[src/rtl/prog_loader.sv]
// UART program loader: waits for a sync byte, then assembles big-endian words
// into consecutive instruction-memory addresses until a zero word, overflow or timeout.
module prog_loader #(
    parameter int          WORD_BYTES  = 4,
    parameter int          ADDR_W      = 8,
    parameter logic [7:0]  SYNC_BYTE   = 8'hAA,
    parameter int          TIMEOUT_CYC = 0
) (
    input  logic                    clk,
    input  logic                    rstn,
    input  logic [7:0]              rx_data,
    input  logic                    rx_valid,
    input  logic                    reload,
    output logic                    wr_en,
    output logic [ADDR_W-1:0]       wr_addr,
    output logic [8*WORD_BYTES-1:0] wr_data,
    output logic                    busy,
    output logic                    run,
    output logic                    done,
    output logic                    err_overflow,
    output logic                    err_timeout,
    output logic [ADDR_W:0]         word_count
);

    localparam int W     = 8 * WORD_BYTES;
    localparam int IDX_W = (WORD_BYTES > 1) ? $clog2(WORD_BYTES) : 1;
    localparam int TO_W  = (TIMEOUT_CYC > 0) ? $clog2(TIMEOUT_CYC + 1) : 1;

    localparam logic [1:0] S_IDLE = 2'd0;
    localparam logic [1:0] S_LOAD = 2'd1;
    localparam logic [1:0] S_RUN  = 2'd2;
    localparam logic [1:0] S_ERR  = 2'd3;

    logic [1:0]        state;
    logic [IDX_W-1:0]  byte_idx;
    logic [ADDR_W-1:0] word_addr;
    logic [W-1:0]      word_buf;
    logic [W-1:0]      word_next;
    logic [TO_W-1:0]   to_cnt;
    logic              last_byte;
    logic              timed_out;

    // Incoming byte shifts in at the bottom, so the first byte ends up as the MSB.
    assign word_next = (word_buf << 8) | W'(rx_data);
    assign last_byte = (byte_idx == IDX_W'(WORD_BYTES - 1));
    assign timed_out = (TIMEOUT_CYC > 0) && (to_cnt == TO_W'(TIMEOUT_CYC));

    always_ff @(posedge clk or negedge rstn) begin
        if (!rstn) begin
            state        <= S_IDLE;
            byte_idx     <= '0;
            word_addr    <= '0;
            word_buf     <= '0;
            to_cnt       <= '0;
            wr_en        <= 1'b0;
            wr_addr      <= '0;
            wr_data      <= '0;
            busy         <= 1'b0;
            run          <= 1'b0;
            done         <= 1'b0;
            err_overflow <= 1'b0;
            err_timeout  <= 1'b0;
            word_count   <= '0;
        end else begin
            wr_en <= 1'b0;
            done  <= 1'b0;
            if (reload) begin
                state        <= S_IDLE;
                byte_idx     <= '0;
                word_addr    <= '0;
                word_buf     <= '0;
                to_cnt       <= '0;
                wr_addr      <= '0;
                wr_data      <= '0;
                busy         <= 1'b0;
                run          <= 1'b0;
                err_overflow <= 1'b0;
                err_timeout  <= 1'b0;
                word_count   <= '0;
            end else begin
                case (state)
                    S_IDLE: begin
                        if (rx_valid && rx_data == SYNC_BYTE) begin
                            state      <= S_LOAD;
                            busy       <= 1'b1;
                            byte_idx   <= '0;
                            word_addr  <= '0;
                            word_buf   <= '0;
                            to_cnt     <= '0;
                            word_count <= '0;
                        end
                    end
                    S_LOAD: begin
                        if (rx_valid) begin
                            to_cnt   <= '0;
                            word_buf <= word_next;
                            if (last_byte) begin
                                byte_idx   <= '0;
                                wr_en      <= 1'b1;
                                wr_addr    <= word_addr;
                                wr_data    <= word_next;
                                word_count <= word_count + 1'b1;
                                // Terminator check wins over overflow so a zero word in the last slot still runs.
                                if (word_next == '0) begin
                                    state <= S_RUN;
                                    busy  <= 1'b0;
                                    run   <= 1'b1;
                                    done  <= 1'b1;
                                end else if (word_addr == '1) begin
                                    state        <= S_ERR;
                                    busy         <= 1'b0;
                                    err_overflow <= 1'b1;
                                end else begin
                                    word_addr <= word_addr + 1'b1;
                                end
                            end else begin
                                byte_idx <= byte_idx + 1'b1;
                            end
                        end else if (timed_out) begin
                            state       <= S_ERR;
                            busy        <= 1'b0;
                            err_timeout <= 1'b1;
                        end else begin
                            to_cnt <= to_cnt + 1'b1;
                        end
                    end
                    default: begin
                    end
                endcase
            end
        end
    end

endmodule

[config.mk]
export PLATFORM = sky130hd
export DESIGN_NAME = prog_loader
export DESIGN_NICKNAME = d
export VERILOG_FILES = /design/src/rtl/prog_loader.sv
export SDC_FILE = /design/constraint.sdc
export NUM_CORES = 1
export LEC_CHECK = 0
export ABC_AREA = 1
export BUFFER_PORTS_ARGS = -buffer_cell sky130_fd_sc_hd__buf_2
export CELL_PAD_IN_SITES_DETAIL_PLACEMENT = 0
export CELL_PAD_IN_SITES_GLOBAL_PLACEMENT = 1
export CORE_MARGIN = 2
export CORE_UTILIZATION = 38
export DETAILED_ROUTE_END_ITERATION = 6
export GPL_ROUTABILITY_DRIVEN = 0
export PLACE_DENSITY = 0.88
export SETUP_SLACK_MARGIN = 0.02
export SLEW_MARGIN = 20
export SYNTH_ARGS = -nofsm -noshare
export SYNTH_HDL_FRONTEND = slang
export SYNTH_SLANG_ARGS = --single-unit
[constraint.sdc]
create_clock -name clk -period 1.5 [get_ports clk]
set_input_delay 0 -clock clk [delete_from_list [all_inputs] [get_ports clk]]
set_output_delay 0 -clock clk [all_outputs]
set_load 0.005 [all_outputs]
==> results.ini, run 1 <==
[run_status]
status=finished, violations left
violations=setup timing

[routing]
wl_um=10300
firstDrtPassIters=5
postRouteAntennaNets=0
via_count=3559
drt_iter0_drc=199
routed_via_density=4.88
wire_per_inst_um=14.1
drc=0

[placement]
pre_cts_ws_ns=-0.0234
dp.final_hpwl_um=6530
numPortBuffers=65

[worst_hold_path]
whs_path_depth=4
hold_start=reload
hold_path.class=in -> reg
min_to=busy

[floorplan]
die_area_um2=11300
rows=37
core_area_um2=10200
die_w_um=106
ioPinCount=67
start_util=0.388
fp.dieH_um=106

[worst_setup_path]
cp_slowest_cell=dfrtp_1
crit_type=reg -> reg
crit_required_ns=1.78
crit_path_frequent_cell=inv_2
arrival_ns=1.83
end_kind=flop
rrSetupSlack_ns=-0.05
path_delay_family=simple AND/OR/NAND/NOR gates
path_cells=inv_2, nand2_4, nor2_4, inv_2, or2_4, nand2_8, clkbuf_16, nand2_2, o21ai_1
critPathLaunchType=flop
cp_max_fo=6
r2r_cells=9
max_stage_delay_ns=0.41
worstReg2RegEnd=byte_idx[0]
r2r_start=state[1]
path_buf_inv=3

[timing]
period_needed_ns=1.55
slew_violations=0
fmax_ghz=0.643
fin_skew_ns=0.0123
hold_viol_final=0
grt_setup_unrepaired=true
final-setup-viol-count=18
period_share=1.04
worst_hold_slack_ns=0.0806
final.setup.tns_ns=-0.372
setup_ws_ns=-0.0545

[grt]
antenna_found_initial=0
grt_use_total=0.174
grt_pass1_wl_um=15700
grt_max_degree=61
grt_pass1_vias=3274
grt-ovfl-total=0

[yosys]
yosys_warnings=0
ys_seq_area_frac=0.568
ys_seq_elements=90
synth_cell_types=30
synthesis.nets=476
yosysTopAreaCellShare=0.568
synth_area_um2=3970
yosys.area.top_type=dfrtp_1
yosys-top-cells-area=dfrtp_1, nand2_1, o21ai_0
synth_cells=461
avgSynthCellArea_um2=8.60

[clock_tree]
cts_tree=done
clk_latency_ns=0.36
cts_buffer_depth=2
root_buffer=clkbuf_8
cts_htree_levels=3
clkSinkCount=90
clk_pin_slew_ns=0.09
cts_made_buffers=9

[layout]
fin_util=0.543
final_cell_mix=nand2_1, dfrtp_1, buf_2, buf_4, o21ai_0
nNetsFinal=603
final_common_cell=nand2_1
drive_gt1_frac=0.371
syn_to_final_growth_pct=40.2
antennaDiodeCount=0

[power]
pwr_density_cell_nw_per_um2=1230
ir_drop_uv=596
p_leak_nw=2.84
total_power_mw=6.81

[flow_run]
drv_cap=0

-- registers in the layout (all words and copies together), names as in the netlist --
signal,flops
wr_data,32
run,1
state,2
busy,1
wr_addr,8
word_buf,24
word_addr,8
word_count,9
wr_en,1
done,1
byte_idx,2
err_overflow,1
-- report_power, final --
part	internal (mW)	switching [mW]
registers	2.57	0.124
clock network	0.905	0.863
logic	1.08	1.27
-- per-layer routing --
layer	part of all wire	routed length, um	up-vias	track usage
met5	0	0	-	0
met4	0.015	155	0	0.0479
met3	0.047	485	12	0.0368
met2	0.48	4900	103	0.270
met1	0.46	4730	1686	0.249
li1	-	-	1758	-
-- layout make-up --
class | count | area [um2]
clock buffers | 12 | 165
clock inverters | 4 | 48.8
fillers | 916 | 4670
inverters | 30 | 123
multi-input cells | 323 | 1770
flip-flops and latches | 90 | 2250
well taps | 136 | 170
repair buffers | 134 | 1030
-- worst max-delay path by stage --
stage	startpoint	end	slack, ns	depth (start not counted)
after floorplan	word_addr[0]	word_addr[2]	0.07	9
after global placement	state[1]	word_count[8]	0.004	10
after detailed placement	state[1]	word_count[8]	-0.02	10
after CTS	state[1]	word_buf[19]	0.01	9
after global routing	word_addr[0]	word_addr[4]	-0.14	9
final	state[1]	byte_idx[0]	-0.05	9
-- repair_timing --
| item | in CTS | in global routing |
|---|---|---|
| gates cloned | 0 | 9 |
| hold endpoints to repair | 106 | 0 |
| resized for setup | 13 | 80 |
| buffers inserted | 0 | 11 |
| setup endpoints to repair | 37 | 87 |
| hold buffers | 9 | 0 |
| pin swaps | 1 | 11 |
-- cells by family after synthesis --
logic type,share of synthesized area
AOI/OAI and AO/OA,0.114
xor gates and xnor gates,0.00442
adders and majority gates,0.00947
buffers and inverters,0.0587
DFF,0.568
other,0.000946
and+or+nand+nor,0.245
-- stage by stage --
stage | cell area [um2] | instances
after detailed placement | 4710 | 684
after floorplan | 3970 | 461
after global placement | 4710 | 684
final | 5560 | 729
after CTS | 5060 | 709
after global routing | 5560 | 729
-- cells in the mapped netlist, drive strengths merged --
| master | n |
|---|---|
| nor4 | 2 |
| a21oi | 8 |
| o21ai | 66 |
| ha | 3 |
| nand3 | 20 |
| or2 | 2 |
| a22oi | 1 |
| buf | 14 |
| nand4 | 7 |
| or3 | 1 |
| dfrtp | 90 |
| a22o | 8 |
| inv | 30 |
| conb | 1 |
| nor3 | 6 |
| nand2 | 154 |
| nor2 | 41 |
| clkbuf | 5 |
| xor2 | 2 |
-- worst reg2reg max path: cells and delay by family, from the launching register on --
family	cells	cell delay (ns)
flops	1	0.41
simple gates	5	0.67
compound gates	1	0.07
buf+inv	3	0.34
Power figures use the tool's default switching activity.
==> run 2: changes to the inputs <==
Settings changed: ABC_AREA 1 to not set, PLACE_DENSITY 0.88 to 0.87.
==> run 2 against run 1 <==
Compared with the run above:
- clock power barely moved
- flip-flop and latch count did not move
- the flow still finishes with violations (setup timing)
- critical endpoint is now word_addr[6]
- global-route usage rose by 4.0 points
- sequential share of layout area fell by 4.2 points
- combinational power fell by 74%
- critical path depth fell by 2
==> results.ini, run 2 <==
[routing]
drt_iter0_drc=298  ; +50%
firstDrtPassIters=4  ; -1
wire_per_inst_um=17.9  ; +27%
postRouteAntennaNets=0  ; unchanged
drc=0  ; unchanged
wl_um=12800  ; +25%
routed_via_density=5.39  ; +10%
via_count=3871  ; +8.8%

[floorplan]
rows=37  ; unchanged
core_area_um2=10200  ; unchanged
fp.dieH_um=106  ; +0.19%
die_area_um2=11300  ; +0.39%
start_util=0.389  ; +0.00159
die_w_um=106  ; +0.19%
ioPinCount=67  ; unchanged

[layout]
ff_latch_area_um2=2250  ; unchanged
final_common_cell=nand2_1
design_area_um2=6190  ; +11%
nNetsFinal=593  ; -1.7%
top_regs=wr_data x32, word_buf x24, word_count x9
multi_input_area_um2=2060  ; +17%
top_register=wr_data
largest_reg_flops=32  ; unchanged
final_cell_mix=nand2_1, dfrtp_1, buf_2, buf_4, a21oi_1
filler_cell_count=753  ; -18%
drive_gt1_frac=0.471  ; +0.0998
antennaDiodeCount=0  ; unchanged
syn_to_final_growth_pct=55.5

[clock_tree]
root_buffer=clkbuf_8
cts_htree_levels=3  ; unchanged
clkSinkCount=90  ; unchanged
clk_latency_ns=0.36  ; about the same
cts_buffer_depth=2  ; unchanged
cts_made_buffers=9  ; unchanged
clk_pin_slew_ns=0.09  ; about the same
cts_tree=done

[worst_hold_path]
hold_path.class=in -> reg
hold_start=rx_data[1]

[timing]
final.setup.tns_ns=-8.16  ; -7.79 ns
grt_setup_unrepaired=true
hold_viol_final=0  ; unchanged
period_share=1.17  ; +0.132
fmax_ghz=0.571  ; -11%
slew_violations=0  ; unchanged
fin_skew_ns=0.0105  ; -0.00187 ns
period_needed_ns=1.75  ; +0.198 ns
worst_slew_pin_slew_ns=0.501
maxSlewHeadroom=0.666
setup_ws_ns=-0.253  ; -0.198 ns
final-setup-viol-count=50  ; +32

[yosys]
synth_most_common_cell=nand2_1
synth_top_family_by_area=simple AND/OR/NAND/NOR gates
synth_xor_area_frac=0.0154  ; +0.0110
yosys-top-cells-area=dfrtp_1, nand2_1, a21oi_1
yosysTopAreaCellShare=0.566  ; -0.00232
yosys.area.top_type=dfrtp_1
avgSynthCellArea_um2=9.32  ; +8.4%
yosys-top-cells-count=nand2_1, dfrtp_1, a21oi_1
synthesis.nets=442  ; -7.1%
yosys_warnings=0  ; unchanged
ys_seq_area_frac=0.566  ; -0.00232
ys_seq_elements=90  ; unchanged
synth_area_um2=3980  ; +0.41%
synth_cells=427  ; -7.4%
async_flop_share=1.00  ; unchanged
synth_cell_types=48  ; +60%
synth-main-ff-cell=dfrtp_1
muxShareOfSynthArea=0.00503  ; +0.00503
synth_edf_count=0  ; unchanged
synth-simple-area-share=0.229  ; -0.0158
synth_compound_area_frac=0.141  ; +0.0272
yosys.area_share.adder=0.00943  ; -0.0000387

[power]
pwr_density_cell_nw_per_um2=787  ; -36%
p_leak_nw=2.97  ; +4.4%
ir_drop_uv=463  ; -22%

[placement]
numPortBuffers=65  ; unchanged
dp.final_hpwl_um=6960  ; +6.6%
placed_cell_area_um2=4920  ; +4.5%

[grt]
antenna_found_initial=1  ; +1
grt_pass1_wl_um=19000  ; +21%
grt_max_degree=91  ; +49%
grt_use_total=0.214  ; +0.0399
grt_pass1_vias=3741  ; +14%
grt-ovfl-total=0  ; unchanged

[worst_setup_path]
cp_slowest_cell=dfrtp_1
arrival_ns=2.06  ; +0.23 ns
max_stage_delay_ns=0.42  ; about the same
critPathLaunchType=flop
end_kind=flop
path_cells=nor4_2, nand4_1, buf_4, o21ai_4, buf_4, o211ai_1, nand2_1
cp_max_fo=7  ; +1
crit_type=reg -> reg
r2r_start=word_buf[20]
cp-startpoint=word_buf[20]
crit_path_frequent_cell=buf_4
crit_required_ns=1.81  ; +0.03 ns

[run_status]
violations=setup timing
status=finished, violations left

[flow_run]
drv_cap=0  ; unchanged

## run 2: cell count changes after synthesis, moves of 5 or more
cell / delta
nor3_1: -5
clkbuf_1: +10
o21ai_0: -12
nand2_1: -10
nor2_1: -21
o21ai_1: -24
nand3_1: -11
nor4_1: +6
a22o_1: -7
inv_1: -19
a21oi_1: +40
inv_2: -6
## run 2: area by class of cell
| type | count | share of cell area |
|---|---|---|
| tap | 136 | 0.0275 |
| multi-input combinational | 308 | 0.332 |
| timing repair buffer | 164 | 0.240 |
| clock buffer | 9 | 0.0200 |
| sequential | 90 | 0.364 |
| inverter | 5 | 0.00364 |
| clock inverter | 6 | 0.0133 |
## run 2: logic make-up after synthesis
kind of cell | after synthesis
AO/OA/AOI/OAI | 95
XOR/XNOR | 7
adder cells (fa/ha/maj) | 3
buffers and inverters | 29
flip-flops | 90
multiplexers | 2
other | 1
AND/OR/NAND/NOR | 200
## run 2: final timing paths
| path | end | slack (ns) | depth (start not counted) |
|---|---|---|---|
| max | word_addr[6] | -0.25 | 7 |
| min reg2reg | run | 0.51 | 2 |
| max in group asynchronous | word_buf[2] | 0.90 | 3 |
| min in group asynchronous | word_count[7] | 0.19 | 3 |
| max reg2reg | word_addr[6] | -0.25 | 7 |
| min | wr_data[1] | 0.07 | 4 |
## run 2: critical path: cells and delay by family (launching register included)
kind | cells | cell delay [ns]
buffers and inverters | 2 | 0.36
flip-flops | 1 | 0.42
AO/OA/AOI/OAI | 2 | 0.30
AND/OR/NAND/NOR | 3 | 0.62
## run 2: power by group
group | internal (mW) | switching (mW) | total (mW) | leakage [nW]
logic | 0.288 | 0.324 | 0.612 | 1.61
clock network | 0.921 | 0.875 | 1.80 | 0.105
registers | 2.45 | 0.0199 | 2.47 | 1.25
## run 2: per-stage QoR
step | setup slack, ns | power [mW] | instances | hold WS (ns) | util
after floorplan | -0.212 | 2.68 | 427 | -0.296 | -
after global placement | -0.179 | 2.85 | 665 | 0.0768 | 0.481
after detailed placement | -0.220 | 2.86 | 665 | 0.0840 | 0.481
after CTS | -0.160 | 4.82 | 713 | 0.0590 | 0.564
after global routing | -0.328 | 5.02 | 718 | 0.0642 | 0.605
final | -0.253 | 4.88 | 718 | 0.0711 | 0.605
## run 2: timing repair
action                                  in CTS  in global routing
gates resized for setup                     69                 84
endpoints found under the setup margin      89                 90
pin swaps                                   30                 26
setup buffers                               17                  6
hold buffers                                 9                  0
hold endpoints to repair                   105                  0
cloned                                       8                  4
## run 2: routing by layer
layer  vias to the layer above  routed length [um]  share of wire  track usage
met4                         0                 269          0.021       0.0883
met1                      1954                5490           0.43        0.295
met5                         -                   0              0            0
li1                       1766                   -              -            -
met3                        26                 665          0.052       0.0300
met2                       125                6420           0.50        0.340
==> run 3: changes to the inputs <==
Settings changed: ABC_AREA set to 1, CORE_ASPECT_RATIO set to 0.9, PLACE_DENSITY 0.87 to 0.88.
==> run 3 against run 2 <==
Compared with the run above:
- the flow still finishes with violations (setup timing)
- total power grew 47%
- clock skew down 0.0041 ns
- via count decreased by 7.0%
- non-clock buffer count down 29
- flip-flop and latch count stayed put
- final cell count up 0.56%
- critical path type unchanged
- largest cell class unchanged
- largest power group unchanged
- highest routed layer unchanged
==> results.ini, run 3 (same netlist as run 1, synthesis figures left out) <==
[power]
seqPwrFrac=0.377  ; -0.129
clkPwrFrac=0.299  ; -0.069
p_switching_mw=2.33  ; +91%
ir_drop_uv=669  ; +44%
p_int_mw=4.82  ; +32%
pwr-share-comb=0.323  ; +0.197
pwr_density_cell_nw_per_um2=1260  ; +60%
switching_share=0.326  ; +0.0760
p_leak_nw=2.92  ; -1.7%

[routing]
via_count=3601  ; -7.0%
drc=0  ; unchanged
postRouteAntennaNets=0  ; unchanged
wl_um=10700  ; -16%
wire_per_inst_um=14.9  ; -17%
firstDrtPassIters=5  ; +1
routed_via_density=4.99  ; -7.5%
drt_iter0_drc=215  ; -28%

[flow_run]
drv_cap=0  ; unchanged

[layout]
nNetsFinal=603  ; +1.7%
top_regs=wr_data x32, word_buf x24, word_count x9
drive_gt1_frac=0.384  ; -0.0863
largest_reg_flops=32  ; unchanged
fin_util=0.556  ; -0.0488
final_common_cell=nand2_1
antennaDiodeCount=0  ; unchanged
final_cells=722  ; +0.56%
syn_to_final_growth_pct=43.2
design_area_um2=5680  ; -8.3%
top_register=wr_data
final_cell_mix=nand2_1, dfrtp_1, buf_2, buf_4, o21ai_0

[run_status]
status=finished, violations left
violations=setup timing

[worst_setup_path]
crit_type=reg -> reg
arrival_ns=1.82  ; -0.24 ns
end_kind=flop
path_buf_inv=2  ; unchanged
cp_slowest_cell=dfrtp_1
crit_path_frequent_cell=nand2_2
path_delay_family=simple AND/OR/NAND/NOR gates
path_cells=nand2_4, inv_2, nor2_2, nand2_2, nand2_8, clkbuf_16, nand2_2, o21ai_1
max_stage_delay_ns=0.43  ; about the same
crit_required_ns=1.76  ; -0.05 ns
cp_max_fo=8  ; +1
critPathLaunchType=flop
r2r_start=state[0]
cp-startpoint=state[0]

[placement]
numPortBuffers=65  ; unchanged
placed_cell_area_um2=4740  ; -3.7%
place_inst=682  ; +2.6%
dp.final_hpwl_um=6750  ; -3.0%

[worst_hold_path]
hold_start=reload
hold_path.class=in -> reg

[grt]
grt_use_total=0.179  ; -0.0354
grt-ovfl-total=0  ; unchanged
antenna_found_initial=0  ; -1
grt_max_degree=91  ; unchanged
grt_pass1_vias=3391  ; -9.4%
grt_pass1_wl_um=16200  ; -15%

[timing]
period_share=1.03  ; -0.134
fin_skew_ns=0.00640  ; -0.00406 ns
fmax_ghz=0.644  ; +13%
slew_violations=0  ; unchanged
final-setup-viol-count=33  ; -34%
setup_ws_ns=-0.0518  ; +0.201 ns
grt_setup_unrepaired=true
hold_viol_final=0  ; unchanged
period_needed_ns=1.55  ; -0.201 ns

[floorplan]
start_util=0.389  ; -0.000544
die_area_um2=11300  ; -0.38%
fp.dieH_um=101  ; -5.1%
ioPinCount=67  ; unchanged
rows=35  ; -5.4%
die_w_um=112  ; +5.0%
core_area_um2=10200  ; -0.27%

[clock_tree]
root_buffer=clkbuf_16
clk_latency_ns=0.34  ; -0.02 ns
clkSinkCount=90  ; unchanged
cts_made_buffers=9  ; unchanged
clk_pin_slew_ns=0.07  ; -0.02 ns
cts_htree_levels=3  ; unchanged
cts_tree=done
cts_buffer_depth=2  ; unchanged

[run 3: cell count changes in the layout (fill, tap and decap cells not counted), sizes merged, moves of 11 or more]
cell   delta
a21oi    -40
o21ai    +35
buf      -30
inv      +26
nor2     +24
nand2    +13
nand3    +11
[run 3: timing repair]
action | in CTS | in global routing
resized for setup | 6 | 97
endpoints found under the setup margin | 49 | 85
hold endpoints to repair | 106 | 0
cloned | 0 | 8
setup buffers | 1 | 6
pin swaps | 0 | 15
hold buffers | 9 | 0
[run 3: area by class of cell]
cell class | instances | area [um2]
inverter | 30 | 120
clock buffer | 12 | 256
multi-input combinational | 322 | 1800
tap | 129 | 161
fill | 898 | 4530
sequential | 90 | 2250
timing repair buffer | 135 | 1060
clock inverter | 4 | 26.3
[run 3: worst paths after layout]
path,endpoint,cells after the start,slack (ns)
worst max-delay path,word_buf[0],8,-0.05
worst min-delay path,word_count[4],4,0.07
worst max register to register,word_buf[0],8,-0.05
worst min register to register,wr_addr[5],2,0.48
max in group asynchronous,state[1],3,0.88
min in group asynchronous,wr_addr[4],3,0.25
[run 3: worst min-delay path: cells and delay by family]
family | cells | cell delay [ns]
simple gates | 3 | 0.20
buf+inv | 1 | 0.17
[run 3: power groups by stage]
| stage | Combinational [mW] | Sequential, mW | Clock (mW) |
|---|---|---|---|
| final | 2.31 | 2.70 | 2.14 |
| after global routing | 2.49 | 2.71 | 2.28 |
| after CTS | 1.46 | 2.67 | 2.15 |
| after detailed placement | 1.43 | 2.71 | 0 |
| after global placement | 1.41 | 2.71 | 0 |
| after floorplan | 0.872 | 2.71 | 0 |
[run 3: metrics by stage]
stage	total power [mW]	hold WS, ns	TNS (ns)	setup slack [ns]
2_1_floorplan	3.58	-0.296	0	0.0681
3_3_place_gp	4.12	0.0775	0	0.0265
3_5_place_dp	4.14	0.0880	-0.390	-0.0544
4_1_cts	6.29	0.0550	0	0.00892
5_1_grt	7.49	0.0969	-4.07	-0.168
6_report	7.16	0.0673	-0.843	-0.0518
[run 3: layer usage]
metal | global-route usage | wire length (um)
met1 | 0.256 | 5050
met2 | 0.276 | 5020
met3 | 0.0403 | 504
met4 | 0.0475 | 165
met5 | 0 | 0
